<file path="config.mk">
export PLATFORM = sky130hd
export DESIGN_NAME = imem_encoder_loader_flat
export DESIGN_NICKNAME = d
export VERILOG_FILES = /design/src/rtl/rv_enc_pkg.sv /design/src/rtl/imem_encoder_loader_if.sv /design/src/rtl/rv_enc_comb.sv /design/src/rtl/imem_encoder_loader.sv /design/src/flat_wrapper.sv
export SDC_FILE = /design/constraint.sdc
export NUM_CORES = 1
export LEC_CHECK = 0
export BUFFER_PORTS_ARGS = -buffer_cell sky130_fd_sc_hd__buf_2
export CORE_ASPECT_RATIO = 1.4
export CORE_MARGIN = 5
export CORE_UTILIZATION = 40
export DETAILED_ROUTE_END_ITERATION = 6
export GPL_TIMING_DRIVEN = 0
export PLACE_DENSITY_LB_ADDON = 0.08
export SYNTH_ARGS = -nofsm -noshare
export SYNTH_HDL_FRONTEND = slang
export SYNTH_SLANG_ARGS = --single-unit
</file>
<file path="constraint.sdc">
create_clock -name clk -period 1.85 [get_ports clk]
set_input_delay 0.185 -clock clk [delete_from_list [all_inputs] [get_ports clk]]
set_output_delay 0.185 -clock clk [all_outputs]
set_load 0.02 [all_outputs]
</file>
<file path="src/rtl/rv_enc_pkg.sv">
// Shared definitions for the RV32I instruction encoder / imem loader:
// descriptor kinds, opcodes, error codes and an immediate range helper.
package rv_enc_pkg;

  typedef enum logic [3:0] {
    KIND_LOAD   = 4'd0,
    KIND_ALUI   = 4'd1,
    KIND_ALUR   = 4'd2,
    KIND_STORE  = 4'd3,
    KIND_BRANCH = 4'd4,
    KIND_JAL    = 4'd5,
    KIND_JALR   = 4'd6,
    KIND_LUI    = 4'd7,
    KIND_AUIPC  = 4'd8
  } instr_kind_t;

  localparam logic [6:0] OP_LOAD   = 7'b0000011;
  localparam logic [6:0] OP_ALUI   = 7'b0010011;
  localparam logic [6:0] OP_ALUR   = 7'b0110011;
  localparam logic [6:0] OP_STORE  = 7'b0100011;
  localparam logic [6:0] OP_BRANCH = 7'b1100011;
  localparam logic [6:0] OP_JAL    = 7'b1101111;
  localparam logic [6:0] OP_JALR   = 7'b1100111;
  localparam logic [6:0] OP_LUI    = 7'b0110111;
  localparam logic [6:0] OP_AUIPC  = 7'b0010111;

  localparam logic [1:0] ERR_NONE = 2'b00;
  localparam logic [1:0] ERR_KIND = 2'b01;
  localparam logic [1:0] ERR_IMM  = 2'b10;
  localparam logic [1:0] ERR_WRAP = 2'b11;

  localparam logic [31:0] NOP = 32'h00000013;

  // True when v is representable as an nbits-wide two's complement value:
  // every bit from nbits-1 upward must equal the sign bit.
  function automatic logic fits_signed(input logic signed [31:0] v,
                                       input int unsigned nbits);
    logic signed [31:0] hi;
    hi = v >>> (nbits - 1);
    return (hi == 32'sd0) || (hi == -32'sd1);
  endfunction

endpackage

</file>
<file path="src/rtl/imem_encoder_loader_if.sv">
// Bus bundles for the loader: the descriptor stream coming in and the
// stallable instruction-memory write port going out.
interface desc_if;
  logic        in_valid;
  logic        in_ready;
  logic [3:0]  in_kind;
  logic [2:0]  in_funct3;
  logic        in_funct7b5;
  logic [4:0]  in_rd;
  logic [4:0]  in_rs1;
  logic [4:0]  in_rs2;
  logic [31:0] in_imm;
  logic        in_last;

  // Producer of descriptors (boot/test harness)
  modport master (
    output in_valid, in_kind, in_funct3, in_funct7b5,
           in_rd, in_rs1, in_rs2, in_imm, in_last,
    input  in_ready
  );

  // Consumer of descriptors (the loader)
  modport slave (
    input  in_valid, in_kind, in_funct3, in_funct7b5,
           in_rd, in_rs1, in_rs2, in_imm, in_last,
    output in_ready
  );
endinterface

interface imem_wr_if #(
  parameter int ADDR_W = 10
);
  logic              imem_we;
  logic              imem_ready;
  logic [ADDR_W-1:0] imem_addr;
  logic [31:0]       imem_wdata;

  // Write requester (the loader)
  modport master (
    output imem_we, imem_addr, imem_wdata,
    input  imem_ready
  );

  // Instruction memory
  modport slave (
    input  imem_we, imem_addr, imem_wdata,
    output imem_ready
  );
endinterface

</file>
<file path="src/rtl/rv_enc_comb.sv">
// Combinational RV32I encoder: builds the 32-bit word for one descriptor
// and flags unknown kinds and immediates that do not fit their field.
// Out-of-range immediates are still encoded (truncated) so the caller can
// write them and report the problem separately.
module rv_enc_comb
  import rv_enc_pkg::*;
(
  input  logic [3:0]         kind,
  input  logic [2:0]         funct3,
  input  logic               funct7b5,
  input  logic [4:0]         rd,
  input  logic [4:0]         rs1,
  input  logic [4:0]         rs2,
  input  logic signed [31:0] imm,
  output logic [31:0]        word,
  output logic               illegal,
  output logic               imm_bad
);

  logic is_shift;
  logic b30_shift;

  // Shift-immediate forms carry a 5-bit shamt; only SRAI/SRLI use bit 30.
  assign is_shift  = (funct3 == 3'b001) || (funct3 == 3'b101);
  assign b30_shift = (funct3 == 3'b101) ? funct7b5 : 1'b0;

  // Per-format field packing and immediate range check
  always_comb begin
    word    = 32'h0000_0000;
    illegal = 1'b0;
    imm_bad = 1'b0;
    case (kind)
      KIND_LOAD: begin
        word    = {imm[11:0], rs1, funct3, rd, OP_LOAD};
        imm_bad = !fits_signed(imm, 12);
      end
      KIND_ALUI: begin
        if (is_shift) begin
          word    = {1'b0, b30_shift, 5'b00000, imm[4:0], rs1, funct3, rd, OP_ALUI};
          imm_bad = (imm < 32'sd0) || (imm > 32'sd31);
        end else begin
          word    = {imm[11:0], rs1, funct3, rd, OP_ALUI};
          imm_bad = !fits_signed(imm, 12);
        end
      end
      KIND_ALUR: begin
        word = {1'b0, funct7b5, 5'b00000, rs2, rs1, funct3, rd, OP_ALUR};
      end
      KIND_STORE: begin
        word    = {imm[11:5], rs2, rs1, funct3, imm[4:0], OP_STORE};
        imm_bad = !fits_signed(imm, 12);
      end
      KIND_BRANCH: begin
        word    = {imm[12], imm[10:5], rs2, rs1, funct3, imm[4:1], imm[11], OP_BRANCH};
        imm_bad = !fits_signed(imm, 13) || imm[0];
      end
      KIND_JAL: begin
        word    = {imm[20], imm[10:1], imm[11], imm[19:12], rd, OP_JAL};
        imm_bad = !fits_signed(imm, 21) || imm[0];
      end
      KIND_JALR: begin
        word    = {imm[11:0], rs1, funct3, rd, OP_JALR};
        imm_bad = !fits_signed(imm, 12);
      end
      KIND_LUI: begin
        word    = {imm[31:12], rd, OP_LUI};
        imm_bad = (imm[11:0] != 12'h000);
      end
      KIND_AUIPC: begin
        word    = {imm[31:12], rd, OP_AUIPC};
        imm_bad = (imm[11:0] != 12'h000);
      end
      default: begin
        word    = 32'h0000_0000;
        illegal = 1'b1;
      end
    endcase
  end

endmodule

</file>
<file path="src/rtl/imem_encoder_loader.sv">
// Sequential instruction encoder and imem loader. Descriptors accepted on
// the stream are encoded, held in a single output register and written to
// consecutive word addresses; the first encoding or address-wrap problem
// of a session is latched for the harness to inspect.
module imem_encoder_loader
  import rv_enc_pkg::*;
#(
  parameter int                ADDR_W    = 10,
  parameter logic [ADDR_W-1:0] BASE_ADDR = '0
) (
  input  logic              clk,
  input  logic              rst,
  input  logic              start,
  desc_if.slave             desc,
  imem_wr_if.master         imem,
  output logic [ADDR_W:0]   count,
  output logic              done,
  output logic              err,
  output logic [1:0]        err_code,
  output logic [ADDR_W-1:0] err_addr
);

  localparam logic [1:0] S_IDLE = 2'd0;
  localparam logic [1:0] S_RUN  = 2'd1;
  localparam logic [1:0] S_DONE = 2'd2;

  localparam logic [ADDR_W-1:0] ADDR_ONE = {{(ADDR_W-1){1'b0}}, 1'b1};
  localparam logic [ADDR_W-1:0] ADDR_MAX = '1;
  localparam logic [ADDR_W:0]   CNT_ONE  = {{ADDR_W{1'b0}}, 1'b1};

  logic [1:0]        state;
  logic              last_pending;
  logic              start_ok;
  logic              in_ready_int;
  logic              accept;
  logic              complete;

  logic [31:0]       enc_word;
  logic              enc_illegal;
  logic              enc_imm_bad;

  logic              we;
  logic [31:0]       wdata;
  logic              out_last;
  logic              out_illegal;
  logic              out_imm_bad;

  logic [ADDR_W-1:0] addr;
  logic [ADDR_W:0]   cnt;

  logic              err_r;
  logic [1:0]        code_r;
  logic [ADDR_W-1:0] eaddr_r;

  rv_enc_comb u_enc (
    .kind     (desc.in_kind),
    .funct3   (desc.in_funct3),
    .funct7b5 (desc.in_funct7b5),
    .rd       (desc.in_rd),
    .rs1      (desc.in_rs1),
    .rs2      (desc.in_rs2),
    .imm      (desc.in_imm),
    .word     (enc_word),
    .illegal  (enc_illegal),
    .imm_bad  (enc_imm_bad)
  );

  // start is ignored while a session is running
  assign start_ok     = start && ((state == S_IDLE) || (state == S_DONE));
  // Accept only while the output slot is free or draining this cycle,
  // and never after the final descriptor of the session was taken.
  assign in_ready_int = (state == S_RUN) && !last_pending && (!we || imem.imem_ready);
  assign accept       = desc.in_valid && in_ready_int;
  assign complete     = we && imem.imem_ready;

  // Session FSM: IDLE -> RUN on start, RUN -> DONE when the last word lands
  always_ff @(posedge clk or posedge rst) begin
    if (rst) begin
      state        <= S_IDLE;
      last_pending <= 1'b0;
    end else begin
      case (state)
        S_IDLE: begin
          last_pending <= 1'b0;
          if (start_ok) state <= S_RUN;
        end
        S_RUN: begin
          if (accept && desc.in_last) last_pending <= 1'b1;
          if (complete && out_last) state <= S_DONE;
        end
        S_DONE: begin
          last_pending <= 1'b0;
          state        <= start_ok ? S_RUN : S_IDLE;
        end
        default: begin
          state        <= S_IDLE;
          last_pending <= 1'b0;
        end
      endcase
    end
  end

  // Output register: load on accept, drop the request once it completes,
  // otherwise hold word and request stable through a stall.
  always_ff @(posedge clk or posedge rst) begin
    if (rst) begin
      we          <= 1'b0;
      wdata       <= 32'h0000_0000;
      out_last    <= 1'b0;
      out_illegal <= 1'b0;
      out_imm_bad <= 1'b0;
    end else if (accept) begin
      we          <= 1'b1;
      wdata       <= enc_word;
      out_last    <= desc.in_last;
      out_illegal <= enc_illegal;
      out_imm_bad <= enc_imm_bad;
    end else if (complete) begin
      we          <= 1'b0;
    end
  end

  // Address and word counters advance on every completed write
  always_ff @(posedge clk or posedge rst) begin
    if (rst) begin
      addr <= BASE_ADDR;
      cnt  <= '0;
    end else if (start_ok) begin
      addr <= BASE_ADDR;
      cnt  <= '0;
    end else if (complete) begin
      addr <= addr + ADDR_ONE;
      cnt  <= cnt + CNT_ONE;
    end
  end

  // First-error capture, evaluated as each word is written so err_addr is
  // the address that word actually landed at; later errors are ignored.
  always_ff @(posedge clk or posedge rst) begin
    if (rst) begin
      err_r   <= 1'b0;
      code_r  <= ERR_NONE;
      eaddr_r <= '0;
    end else if (start_ok) begin
      err_r   <= 1'b0;
      code_r  <= ERR_NONE;
      eaddr_r <= '0;
    end else if (complete && !err_r) begin
      if (out_illegal) begin
        err_r   <= 1'b1;
        code_r  <= ERR_KIND;
        eaddr_r <= addr;
      end else if (out_imm_bad) begin
        err_r   <= 1'b1;
        code_r  <= ERR_IMM;
        eaddr_r <= addr;
      end else if (addr == ADDR_MAX) begin
        err_r   <= 1'b1;
        code_r  <= ERR_WRAP;
        eaddr_r <= addr;
      end
    end
  end

  assign desc.in_ready   = in_ready_int;
  assign imem.imem_we    = we;
  assign imem.imem_addr  = addr;
  assign imem.imem_wdata = wdata;
  assign count           = cnt;
  assign done            = (state == S_DONE);
  assign err             = err_r;
  assign err_code        = code_r;
  assign err_addr        = eaddr_r;

endmodule

</file>
<file path="src/flat_wrapper.sv">
// flat-port wrapper written by rule: the top's interface ports become plain ports
module imem_encoder_loader_flat import rv_enc_pkg::*;
#(
  parameter int                ADDR_W    = 10,
  parameter logic [ADDR_W-1:0] BASE_ADDR = '0
)
  (clk, rst, start, count, done, err, err_code, err_addr, desc_in_valid, desc_in_kind, desc_in_funct3, desc_in_funct7b5, desc_in_rd, desc_in_rs1, desc_in_rs2, desc_in_imm, desc_in_last, desc_in_ready, imem_imem_we, imem_imem_addr, imem_imem_wdata, imem_imem_ready);
  desc_if desc_i ();
  imem_wr_if #(.ADDR_W(ADDR_W)) imem_i ();
  input  logic clk;
  input  logic rst;
  input  logic start;
  output logic [ADDR_W:0] count;
  output logic done;
  output logic err;
  output logic [1:0] err_code;
  output logic [ADDR_W-1:0] err_addr;
  input wire logic [$bits(desc_i.in_valid)-1:0] desc_in_valid;
  input wire logic [$bits(desc_i.in_kind)-1:0] desc_in_kind;
  input wire logic [$bits(desc_i.in_funct3)-1:0] desc_in_funct3;
  input wire logic [$bits(desc_i.in_funct7b5)-1:0] desc_in_funct7b5;
  input wire logic [$bits(desc_i.in_rd)-1:0] desc_in_rd;
  input wire logic [$bits(desc_i.in_rs1)-1:0] desc_in_rs1;
  input wire logic [$bits(desc_i.in_rs2)-1:0] desc_in_rs2;
  input wire logic [$bits(desc_i.in_imm)-1:0] desc_in_imm;
  input wire logic [$bits(desc_i.in_last)-1:0] desc_in_last;
  output wire logic [$bits(desc_i.in_ready)-1:0] desc_in_ready;
  output wire logic [$bits(imem_i.imem_we)-1:0] imem_imem_we;
  output wire logic [$bits(imem_i.imem_addr)-1:0] imem_imem_addr;
  output wire logic [$bits(imem_i.imem_wdata)-1:0] imem_imem_wdata;
  input wire logic [$bits(imem_i.imem_ready)-1:0] imem_imem_ready;
  assign desc_i.in_valid = desc_in_valid;
  assign desc_i.in_kind = desc_in_kind;
  assign desc_i.in_funct3 = desc_in_funct3;
  assign desc_i.in_funct7b5 = desc_in_funct7b5;
  assign desc_i.in_rd = desc_in_rd;
  assign desc_i.in_rs1 = desc_in_rs1;
  assign desc_i.in_rs2 = desc_in_rs2;
  assign desc_i.in_imm = desc_in_imm;
  assign desc_i.in_last = desc_in_last;
  assign desc_in_ready = desc_i.in_ready;
  assign imem_imem_we = imem_i.imem_we;
  assign imem_imem_addr = imem_i.imem_addr;
  assign imem_imem_wdata = imem_i.imem_wdata;
  assign imem_i.imem_ready = imem_imem_ready;
  imem_encoder_loader #(.ADDR_W(ADDR_W), .BASE_ADDR(BASE_ADDR)) u_core (.clk(clk), .rst(rst), .start(start), .desc(desc_i), .imem(imem_i), .count(count), .done(done), .err(err), .err_code(err_code), .err_addr(err_addr));
endmodule
</file>
Word-level counts from Yosys, hierarchy flattened
Cells that the tools add are included.
{"block": "word_totals", "reg_bits": 73, "input_bits": 61, "output_inout_bits": 69, "word_cells": 106}
{"block": "op_classes", "addsub": 2, "n_lt_le_gt_ge": 2, "n_eq_ne": 19, "mux": 33, "reduce_logical": 38}
{"op": "32-bit one-hot mux with 9 select lines", "count": 1}
{"op": "32-bit zero test", "count": 3}
{"op": "10-bit 2-to-1 mux", "count": 7}
{"op": "32-bit by 6-bit greater-than comparator with 1-bit output (second input constant)", "count": 1}
{"op": "32-bit by 1-bit less-than comparator with 1-bit output (second input constant)", "count": 1}
{"op": "32-bit 2-to-1 mux", "count": 1}
{"op": "11-bit 2-to-1 mux", "count": 2}
{"op": "21-bit by 1-bit == test with 1-bit output (second input constant)", "count": 1}
{"op": "20-bit by 1-bit == test with 1-bit output (second input constant)", "count": 1}
{"op": "4-bit by 3-bit == test with 1-bit output (second input constant)", "count": 4}
{"op": "2-bit 2-to-1 mux", "count": 7}
{"op": "1-bit 2-to-1 mux", "count": 13}
{"op": "12-bit by 1-bit == test with 1-bit output (second input constant)", "count": 1}
{"op": "12-bit nonzero test", "count": 1}
{"op": "11-bit by 1-bit adder with 11-bit output (second input constant)", "count": 1}
{"op": "10-bit by 1-bit adder with 10-bit output (second input constant)", "count": 1}
{"op": "10-bit == test (second input constant)", "count": 1}
{"op": "1-bit logical OR", "count": 9}
{"op": "9-bit OR reduction", "count": 1}
{"op": "4-bit by 2-bit == test with 1-bit output (second input constant)", "count": 2}
{"op": "1-bit logical AND", "count": 8}
{"op": "1-bit zero test", "count": 6}
{"op": "2-bit one-hot mux with 3 select lines", "count": 1}
{"op": "2-bit nonzero test", "count": 3}
{"op": "15 further kinds", "count": 17}

Depth between registers and ports, before layout
Gate-level depths: netlist of the first run.
{"block": "depth", "ltp_word": 7, "depth_mapped": 8, "ltp_nobuf": 6}

Cells and area by module
A second synthesis of the first run with hierarchy kept.
{"block": "unflattened", "hier_cells": 389, "area_unflattened_um2": 3968.8}
{"mod": "imem_encoder_loader", "n_inst": 1, "cells_each": 257, "area_each_um2": 3114.2, "seq_area_each_um2": 1826.8}
{"mod": "rv_enc_comb", "n_inst": 1, "cells_each": 132, "area_each_um2": 854.6, "seq_area_each_um2": 0.0}

Worst setup path after synthesis of the first run
No wires, ideal clock.
{"block": "synth_timing", "path_type": "flip-flop to flip-flop", "from": "reg u_core.addr[0] (netlist: u_core.imem.imem_addr[0])", "to": "reg u_core.eaddr_r[4] (netlist: u_core.err_addr[4])", "setup_ns": 0.074, "arrival_ns": 1.716, "required_ns": 1.776, "slack_ns": 0.060, "path_stages_with_launch": 8, "n_path_buf": 1, "synth_period_minus_slack_ns": 1.790, "path_cell_list": "dfrtp_1 > ha_1 > and4_1 > a41oi_2 > o31ai_4 > buf_6 > nand3_1 > o21ai_2"}
{"block": "synth_via", "elab_chain_len": 3}
{"item": "start, declared", "line_no": "imem_encoder_loader.sv:48", "source": "logic [ADDR_W-1:0] addr;"}
{"item": "start signal, assigned", "line_no": "imem_encoder_loader.sv:132", "source": "addr <= addr + ADDR_ONE;"}
{"item": "10-bit == test", "line_no": "imem_encoder_loader.sv:157", "source": "end else if (addr == ADDR_MAX) begin"}
{"item": "4-bit nonzero test (no source line)"}
{"item": "2-bit AND reduction (no source line)"}
{"item": "end signal, assigned", "line_no": "imem_encoder_loader.sv:152", "source": "eaddr_r <= addr;"}
{"item": "end signal, assigned", "line_no": "imem_encoder_loader.sv:156", "source": "eaddr_r <= addr;"}
{"item": "end signal, assigned", "line_no": "imem_encoder_loader.sv:160", "source": "eaddr_r <= addr;"}
{"item": "end, declared", "line_no": "imem_encoder_loader.sv:53", "source": "logic [ADDR_W-1:0] eaddr_r;"}
No other way between the ends.
A chain may end at the register's enable or synchronous reset.

Worst setup path after layout of the first run
{"block": "layout_timing", "from": "reg u_core.state[1]", "to": "reg u_core.wdata[12] (netlist: u_core.imem.imem_wdata[12])"}
{"block": "layout_via", "elab_chain_len": 4}
{"item": "start, declared", "line_no": "imem_encoder_loader.sv:31", "source": "logic [1:0] state;"}
{"item": "start signal, assigned", "line_no": "imem_encoder_loader.sv:93", "source": "state <= start_ok ? S_RUN : S_IDLE;"}
{"item": "2-bit by 1-bit == test with 1-bit output", "line_no": "imem_encoder_loader.sv:72", "source": "assign in_ready_int = (state == S_RUN) && !last_pending && (!we || imem.imem_ready);"}
{"item": "1-bit logical AND (2 in series)", "line_no": "imem_encoder_loader.sv:72"}
{"item": "1-bit logical AND", "line_no": "imem_encoder_loader.sv:73", "source": "assign accept = desc.in_valid && in_ready_int;"}
{"item": "end signal, assigned", "line_no": "imem_encoder_loader.sv:114", "source": "wdata <= enc_word;"}
{"item": "end, declared", "line_no": "imem_encoder_loader.sv:43", "source": "logic [31:0] wdata;"}
No other way between the ends.

==> flow_metrics.tcl, run 1 <==
set metrics [dict create \
    status "finished clean" \
    antenna_found_initial 0 \
    drtIter0Drc 155 \
    postSynth.topFlopCell "sky130_fd_sc_hd__dfrtp_1" \
    critical_path_required_ns 2.07 \
    antenna_cells 0 \
    vias 4166 \
    dpl_cell_area_mm2 0.00511 \
    worstSetupPathType "flop to flop" \
    grt.total_usage_pct 20.5 \
    synth_seq_area_share_pct 42.5 \
    synth-async-reset-ratio_pct 100 \
    cp_num_buf_inv 2 \
    maximum_ir_drop_on_the_vdd_rail_mv 0.524 \
    timing.final.hold_violations 0 \
    max_slew_margin_pct 62.8 \
    grt_start_max_net_pins 32 \
    hold-worst-slack_ns 0.0692 \
    drc_violations_left 0 \
    crit_path_max_fanout 10 \
    worstHoldPathType "input port to flop" \
    timing.clock.skew_ns 0.00603 \
    final_max_tran_viols 0 \
    floorplan.die.height_um 132 \
    yosysWarningCount 0 \
    gr-total-overflow 0 \
    first_pass_grt_wire_length_mm 21.5 \
    timing.critical_path.slowest_stage_cell "sky130_fd_sc_hd__dfrtp_1" \
    finalInstanceArea_mm2 0.00547 \
    htreeDepth 3 \
    post-route-util_pct 52.8 \
    tightest_slew_ns 0.553 \
    end_kind "flop" \
    leakagePower_nw 2.49 \
    syn_area_per_cell_um2 9.00 \
    cp.arrival_ns 1.97 \
    fp-row-count 44 \
    fmax_mhz 571 \
    worst_path_largest_cell_delay_ns 0.38 \
    critical_path.cell_chain "and2b_1, and3_1, buf_2, buf_2, o221ai_1, o21a_1" \
    p_per_area_mw_per_mm2 1260 \
    finalSetupViolations 0 \
    cts_buffers 9 \
    worstSkewPairLatency_ns 0.33 \
    initial_utilization_pct 40.9 \
    time_the_final_worst_path_needs_with_i_o_delays_and_setup_ns 1.75 \
    inst_count_dp 740 \
    worstSetupStartpointType "flop" \
    globalplace.congestion 0.949 \
    ctsLongestPathBuffers 2 \
    netlist_area_mm2 0.00424 \
    path_delay_family "buffers and inverters" \
    cts_num_sinks 72 \
    critical_path.most_common_cell "sky130_fd_sc_hd__buf_2" \
    wl_final_mm 13.2 \
    clock_tree_from_tritoncts "built" \
    syn_nets 534 \
    route.detailed.wl_per_inst_um 17.3 \
    placement.io_buffers 129 \
    rsz0062_at_grt "yes" \
    cts-root-buf "sky130_fd_sc_hd__clkbuf_16" \
    hpwl_after_detailed_placement_mm 10.2 \
    top_level_ports 130 \
    dieWidth_um 97.0 \
    final_layout_size_suffix_gt1_share_pct 31.7 \
    num-nets-final 685 \
    route.antenna.remaining_nets 0 \
    core_area_mm2 0.0103 \
    synth.ff_latch_count 72 \
    first_global_vias 4242 \
    setup_slack_ns 0.0983 \
    floorplan.die_area_mm2 0.0128 \
    worst_setup_hold_path_clk_slew_ns 0.06 \
    route.detailed.vias_per_inst 5.45 \
    finish.cell_count_without_fillers 765 \
    synth-edff-count 0 \
    number_of_detailed_routing_iterations_run_before_antenna_repair 4 \
    pre_cts_ws_ns -0.0602 \
    cap_viol_max_count 0 \
    syn-instance-count 471 \
    synthesis_to_layout_area_growth_pct 29.0 \
    fin_crit_sh_pct 94.7 \
    synth_cell_types 60 \
]
## worst paths after layout
check,slack [ns],to,start,cells after the start
min reg2reg,0.47,u_core.out_last,u_core.out_last,2
max,0.1,u_core.imem.imem_wdata[12],u_core.state[1],6
min in group asynchronous,0.45,u_core.imem.imem_wdata[27],rst,3
max reg2reg,0.1,u_core.imem.imem_wdata[12],u_core.state[1],6
min,0.07,u_core.out_last,desc_in_last,3
max in group asynchronous,0.68,u_core.imem.imem_addr[0],rst,5
## sequential cells by signal (all words and copies together) (netlist names)
| name | flops |
|---|---|
| u_core.imem.imem_addr | 10 |
| u_core.out_imm_bad | 1 |
| u_core.count | 11 |
| u_core.out_last | 1 |
| u_core.last_pending | 1 |
| u_core.state | 2 |
| u_core.err_addr | 10 |
| u_core.imem.imem_we | 1 |
| u_core.imem.imem_wdata | 31 |
| u_core.err_code | 2 |
| u_core.out_illegal | 1 |
| u_core.err | 1 |
## per-stage QoR
step	power, mW	setup TNS (ns)
finish	6.89	0
global route	7.34	-0.00215
CTS	6.95	0
detailed placement	5.19	-0.459
global placement	5.12	-0.0520
floorplan	4.17	0
## cells in the mapped netlist (6+ instances only)
cell type                   n  area (um^2)
sky130_fd_sc_hd__inv_1     15         56.3
sky130_fd_sc_hd__xor2_1    11         96.3
sky130_fd_sc_hd__nor2b_1   25          156
sky130_fd_sc_hd__nand4_1    7         43.8
sky130_fd_sc_hd__nand3_1   20          100
sky130_fd_sc_hd__o221ai_1  12          105
sky130_fd_sc_hd__buf_4      6         45.0
sky130_fd_sc_hd__nand2_1   44          165
sky130_fd_sc_hd__nor4_1     6         37.5
sky130_fd_sc_hd__nor2_1    31          116
sky130_fd_sc_hd__a21oi_1   39          195
sky130_fd_sc_hd__o21a_1    14          105
sky130_fd_sc_hd__nand2b_1  10         62.6
sky130_fd_sc_hd__o21ai_0   26          130
sky130_fd_sc_hd__clkbuf_1  13         48.8
sky130_fd_sc_hd__dfrtp_1   72         1800
sky130_fd_sc_hd__mux2_2     7         78.8
sky130_fd_sc_hd__a32oi_1    9         78.8
sky130_fd_sc_hd__buf_2     10         50.1
## area by class of cell
| cell class | count | area (um^2) |
|---|---|---|
| buffer | 34 | 188 |
| clock buffer | 12 | 256 |
| clock inverter | 4 | 27.5 |
| fill | 1073 | 4880 |
| inverter | 15 | 60.1 |
| multi-input combinational | 350 | 2200 |
| sequential | 72 | 1800 |
| tap | 138 | 173 |
| timing repair buffer | 140 | 761 |
## placed cells by master, fill, tap and decap left out, types with 13 or more instances in the layout
master and count:
sky130_fd_sc_hd__nand3_1 20, sky130_fd_sc_hd__buf_4 13, sky130_fd_sc_hd__nand2_1 44, sky130_fd_sc_hd__inv_1 14
sky130_fd_sc_hd__nor2_1 31, sky130_fd_sc_hd__a21oi_1 39, sky130_fd_sc_hd__buf_2 140, sky130_fd_sc_hd__nor2b_1 25
sky130_fd_sc_hd__o21a_1 14, sky130_fd_sc_hd__dfrtp_1 71, sky130_fd_sc_hd__o21ai_0 26
## worst min-delay path: stages
cell	delay [ns]
sky130_fd_sc_hd__buf_2	0.09
sky130_fd_sc_hd__nand2_1	0.04
sky130_fd_sc_hd__nand2_1	0.04
## power breakdown
part / internal [mW] / switching, mW / total (mW)
clock network: 0.984 / 0.680 / 1.66
registers: 2.06 / 0.316 / 2.38
logic: 1.08 / 1.76 / 2.84
total: 4.13 / 2.76 / 6.89
## routing by layer
metal	vias up	global-route usage, %	part of all wire [%]
met2	162	37.8	54
met5	-	0	0
met3	20	3.12	5.2
li1	2003	-	-
met4	0	8.90	2.2
met1	1981	23.2	39
## timing repair
item / 4_1_cts / 5_1_grt
hold endpoints to repair: 21 / 0
resized for setup: 1 / 5
hold buffers: 1 / 0
pin swaps: 1 / 2
setup endpoints to repair: 13 / 24
gates cloned: 1 / 0
setup buffers: 5 / 2
## kinds of logic (layout without fill, tap and decap cells)
logic type / Yosys count / in the layout / synth area share [%]
and+or+nand+nor: 181 / 181 / 22.6
AOI/OAI and AO/OA: 139 / 139 / 22.3
DFF: 72 / 72 / 42.5
buffers and inverters: 49 / 205 / 5.70
xor gates and xnor gates: 16 / 16 / 3.31
muxes: 12 / 12 / 3.04
adders and majority gates: 2 / 2 / 0.590
(Power assumes the default switching activity.)
==> inputs of run 2 (changes only) <==
Settings changed: SETUP_SLACK_MARGIN from default to 0.15.
==> run 2 against run 1 <==
Compared with the run above:
- setup slack improved by 0.080 ns
- total power increased by 2.2%
- worst hold slack improved by 0.0058 ns
- global-route usage decreased by 0.21 points
- sequential share of layout area decreased by 0.59 points
- clock power about the same
- critical path type unchanged
- critical endpoint is now u_core.err_addr[4]
- largest cell class unchanged
- highest routed layer unchanged
==> flow_metrics.tcl, run 2 (same netlist as run 1, synthesis figures left out) <==
set metrics [dict create \
    worstSetupPathType "flop to flop" \
    hpwl_after_detailed_placement_mm 10.2 \
    p_per_area_mw_per_mm2 1270 \
    globalplace.congestion 0.919 \
    leakagePower_nw 2.49 \
    timing.clock.skew_ns 0.00701 \
    route.detailed.wl_per_inst_um 17.3 \
    route.detailed.vias_per_inst 5.47 \
    critical_path_required_ns 2.07 \
    floorplan.die.height_um 132 \
    end_kind "flop" \
    timing.critical_path.slowest_stage_cell "sky130_fd_sc_hd__dfrtp_2" \
    maximum_ir_drop_on_the_vdd_rail_mv 0.514 \
    path_delay_family "flip-flops" \
    drtIter0Drc 182 \
    wl_final_mm 13.2 \
    tightest_slew_ns 0.593 \
    top_level_ports 130 \
    grt.total_usage_pct 20.3 \
    cp_num_buf_inv 2 \
    fp-row-count 44 \
    crit_path_max_fanout 5 \
    antenna_found_initial 0 \
    max_reg_flops 31 \
    initial_utilization_pct 40.9 \
    timing.final.hold_violations 0 \
    finalSetupViolations 0 \
    cp.arrival_ns 1.89 \
    number_of_detailed_routing_iterations_run_before_antenna_repair 4 \
    placement.io_buffers 129 \
    tns_ns 0 \
    cts-root-buf "sky130_fd_sc_hd__clkbuf_16" \
    fin_crit_sh_pct 90.4 \
    finish.cell_count_without_fillers 764 \
    floorplan.die_area_mm2 0.0128 \
    worstHoldPathType "input port to flop" \
    worstSetupStartpointType "flop" \
    final_cell_mix "sky130_fd_sc_hd__buf_2, sky130_fd_sc_hd__dfrtp_1, sky130_fd_sc_hd__nand2_1" \
    status "finished clean" \
    vias 4176 \
    htreeDepth 3 \
    grt_start_max_net_pins 35 \
    worst_setup_hold_path_clk_slew_ns 0.06 \
    max_slew_margin_pct 60.5 \
    dieWidth_um 97.0 \
    inst_count_dp 740 \
    clock_tree_from_tritoncts "built" \
    num-nets-final 684 \
    cts_buffers 9 \
    time_the_final_worst_path_needs_with_i_o_delays_and_setup_ns 1.67 \
    final_max_tran_viols 0 \
    drc_violations_left 0 \
    worst_path_largest_cell_delay_ns 0.42 \
    cap_viol_max_count 0 \
    worstSkewPairLatency_ns 0.33 \
    final_layout_size_suffix_gt1_share_pct 33.1 \
    first_pass_grt_wire_length_mm 21.3 \
    critical_path.cell_chain "ha_4, and4_1, a41oi_2, o31ai_4, buf_6, clkbuf_16, nand3_1, o21ai_2" \
    fmax_mhz 598 \
    ctsLongestPathBuffers 2 \
    synthesis_to_layout_area_growth_pct 31.4 \
    route.antenna.remaining_nets 0 \
    rsz0062_at_grt "yes" \
    core_area_mm2 0.0103 \
    first_global_vias 4220 \
    cts_num_sinks 72 \
    most_common_cell_after_layout_fill_and_taps_aside "sky130_fd_sc_hd__buf_2" \
    antenna_cells 0 \
    gr-total-overflow 0 \
]
[run 2: cell count changes in the layout (fill, tap and decap cells not counted), moves of 2 or more]
cell | before | now
sky130_fd_sc_hd__nand3_1 | 20 | 18
sky130_fd_sc_hd__o21ai_1 | 5 | 7
sky130_fd_sc_hd__nand3_2 | 0 | 2
sky130_fd_sc_hd__o21ai_0 | 26 | 24
sky130_fd_sc_hd__buf_4 | 13 | 10
sky130_fd_sc_hd__buf_8 | 0 | 2
sky130_fd_sc_hd__nor2_1 | 31 | 29
sky130_fd_sc_hd__buf_2 | 140 | 138
sky130_fd_sc_hd__clkinvlp_4 | 1 | 4
[run 2: path summary, 6_finish.rpt]
path | from | to | slack (ns) | depth (start not counted)
worst max register to register | u_core.imem.imem_addr[0] | u_core.err_addr[4] | 0.18 | 8
worst min-delay path | desc_in_last | u_core.out_last | 0.08 | 3
max in group asynchronous | rst | u_core.imem.imem_wdata[24] | 0.78 | 5
min in group asynchronous | rst | u_core.imem.imem_wdata[30] | 0.38 | 3
worst min register to register | u_core.out_last | u_core.out_last | 0.48 | 2
worst max-delay path | u_core.imem.imem_addr[0] | u_core.err_addr[4] | 0.18 | 8
[run 2: layout make-up]
| cell class | instances | area, um^2 |
|---|---|---|
| tap | 138 | 173 |
| clock inverter | 4 | 27.5 |
| clock buffer | 12 | 267 |
| sequential | 72 | 1800 |
| fill | 1025 | 4780 |
| multi-input combinational | 350 | 2260 |
| inverter | 15 | 60.1 |
| timing repair buffer | 139 | 773 |
| buffer | 34 | 204 |
[run 2: what timing repair did]
action / 4_1_cts / 5_1_grt
hold buffers: 1 / 0
endpoints found under the hold margin: 13 / 0
pin swaps: 2 / 1
endpoints found under the setup margin: 25 / 32
setup buffers: 5 / 1
gates resized for setup: 8 / 17
gates cloned: 0 / 1
[run 2: power breakdown]
group | leakage, nW | switching (mW) | total (mW) | internal, mW
clock network | 0.137 | 0.659 | 1.67 | 1.01
registers | 0.925 | 0.325 | 2.39 | 2.07
logic | 1.43 | 1.82 | 2.98 | 1.16
[run 2: layer usage]
metal,vias to the layer above,global-route usage [%],wire [um]
met4,0,7.42,320
met3,24,4.61,751
met1,2011,23.5,5180
met2,141,36.4,6960
li1,2000,-,-
met5,-,0,0
[run 2: through the flow]
| step | setup WS [ns] | hold slack, ns | area, um^2 | util, % | power, mW |
|---|---|---|---|---|---|
| finish | 0.178 | 0.0751 | 5570 | 53.8 | 7.05 |
| global route | 0.0894 | 0.0854 | 5570 | 53.8 | 7.50 |
| CTS | 0.144 | 0.0699 | 5480 | 52.9 | 7.01 |
| detailed placement | 0.0119 | 0.176 | 5100 | 49.3 | 5.19 |
| global placement | 0.0314 | 0.407 | 5060 | 48.9 | 5.13 |
| floorplan | 0.151 | 0.290 | 4240 | - | 4.18 |
[run 2: worst register-to-register path: stages, from the launching register on]
cell	delay [ns]
sky130_fd_sc_hd__dfrtp_2	0.42
sky130_fd_sc_hd__ha_4	0.17
sky130_fd_sc_hd__and4_1	0.21
sky130_fd_sc_hd__a41oi_2	0.23
sky130_fd_sc_hd__o31ai_4	0.08
sky130_fd_sc_hd__buf_6	0.15
sky130_fd_sc_hd__clkbuf_16	0.16
sky130_fd_sc_hd__nand3_1	0.09
sky130_fd_sc_hd__o21ai_2	0.06
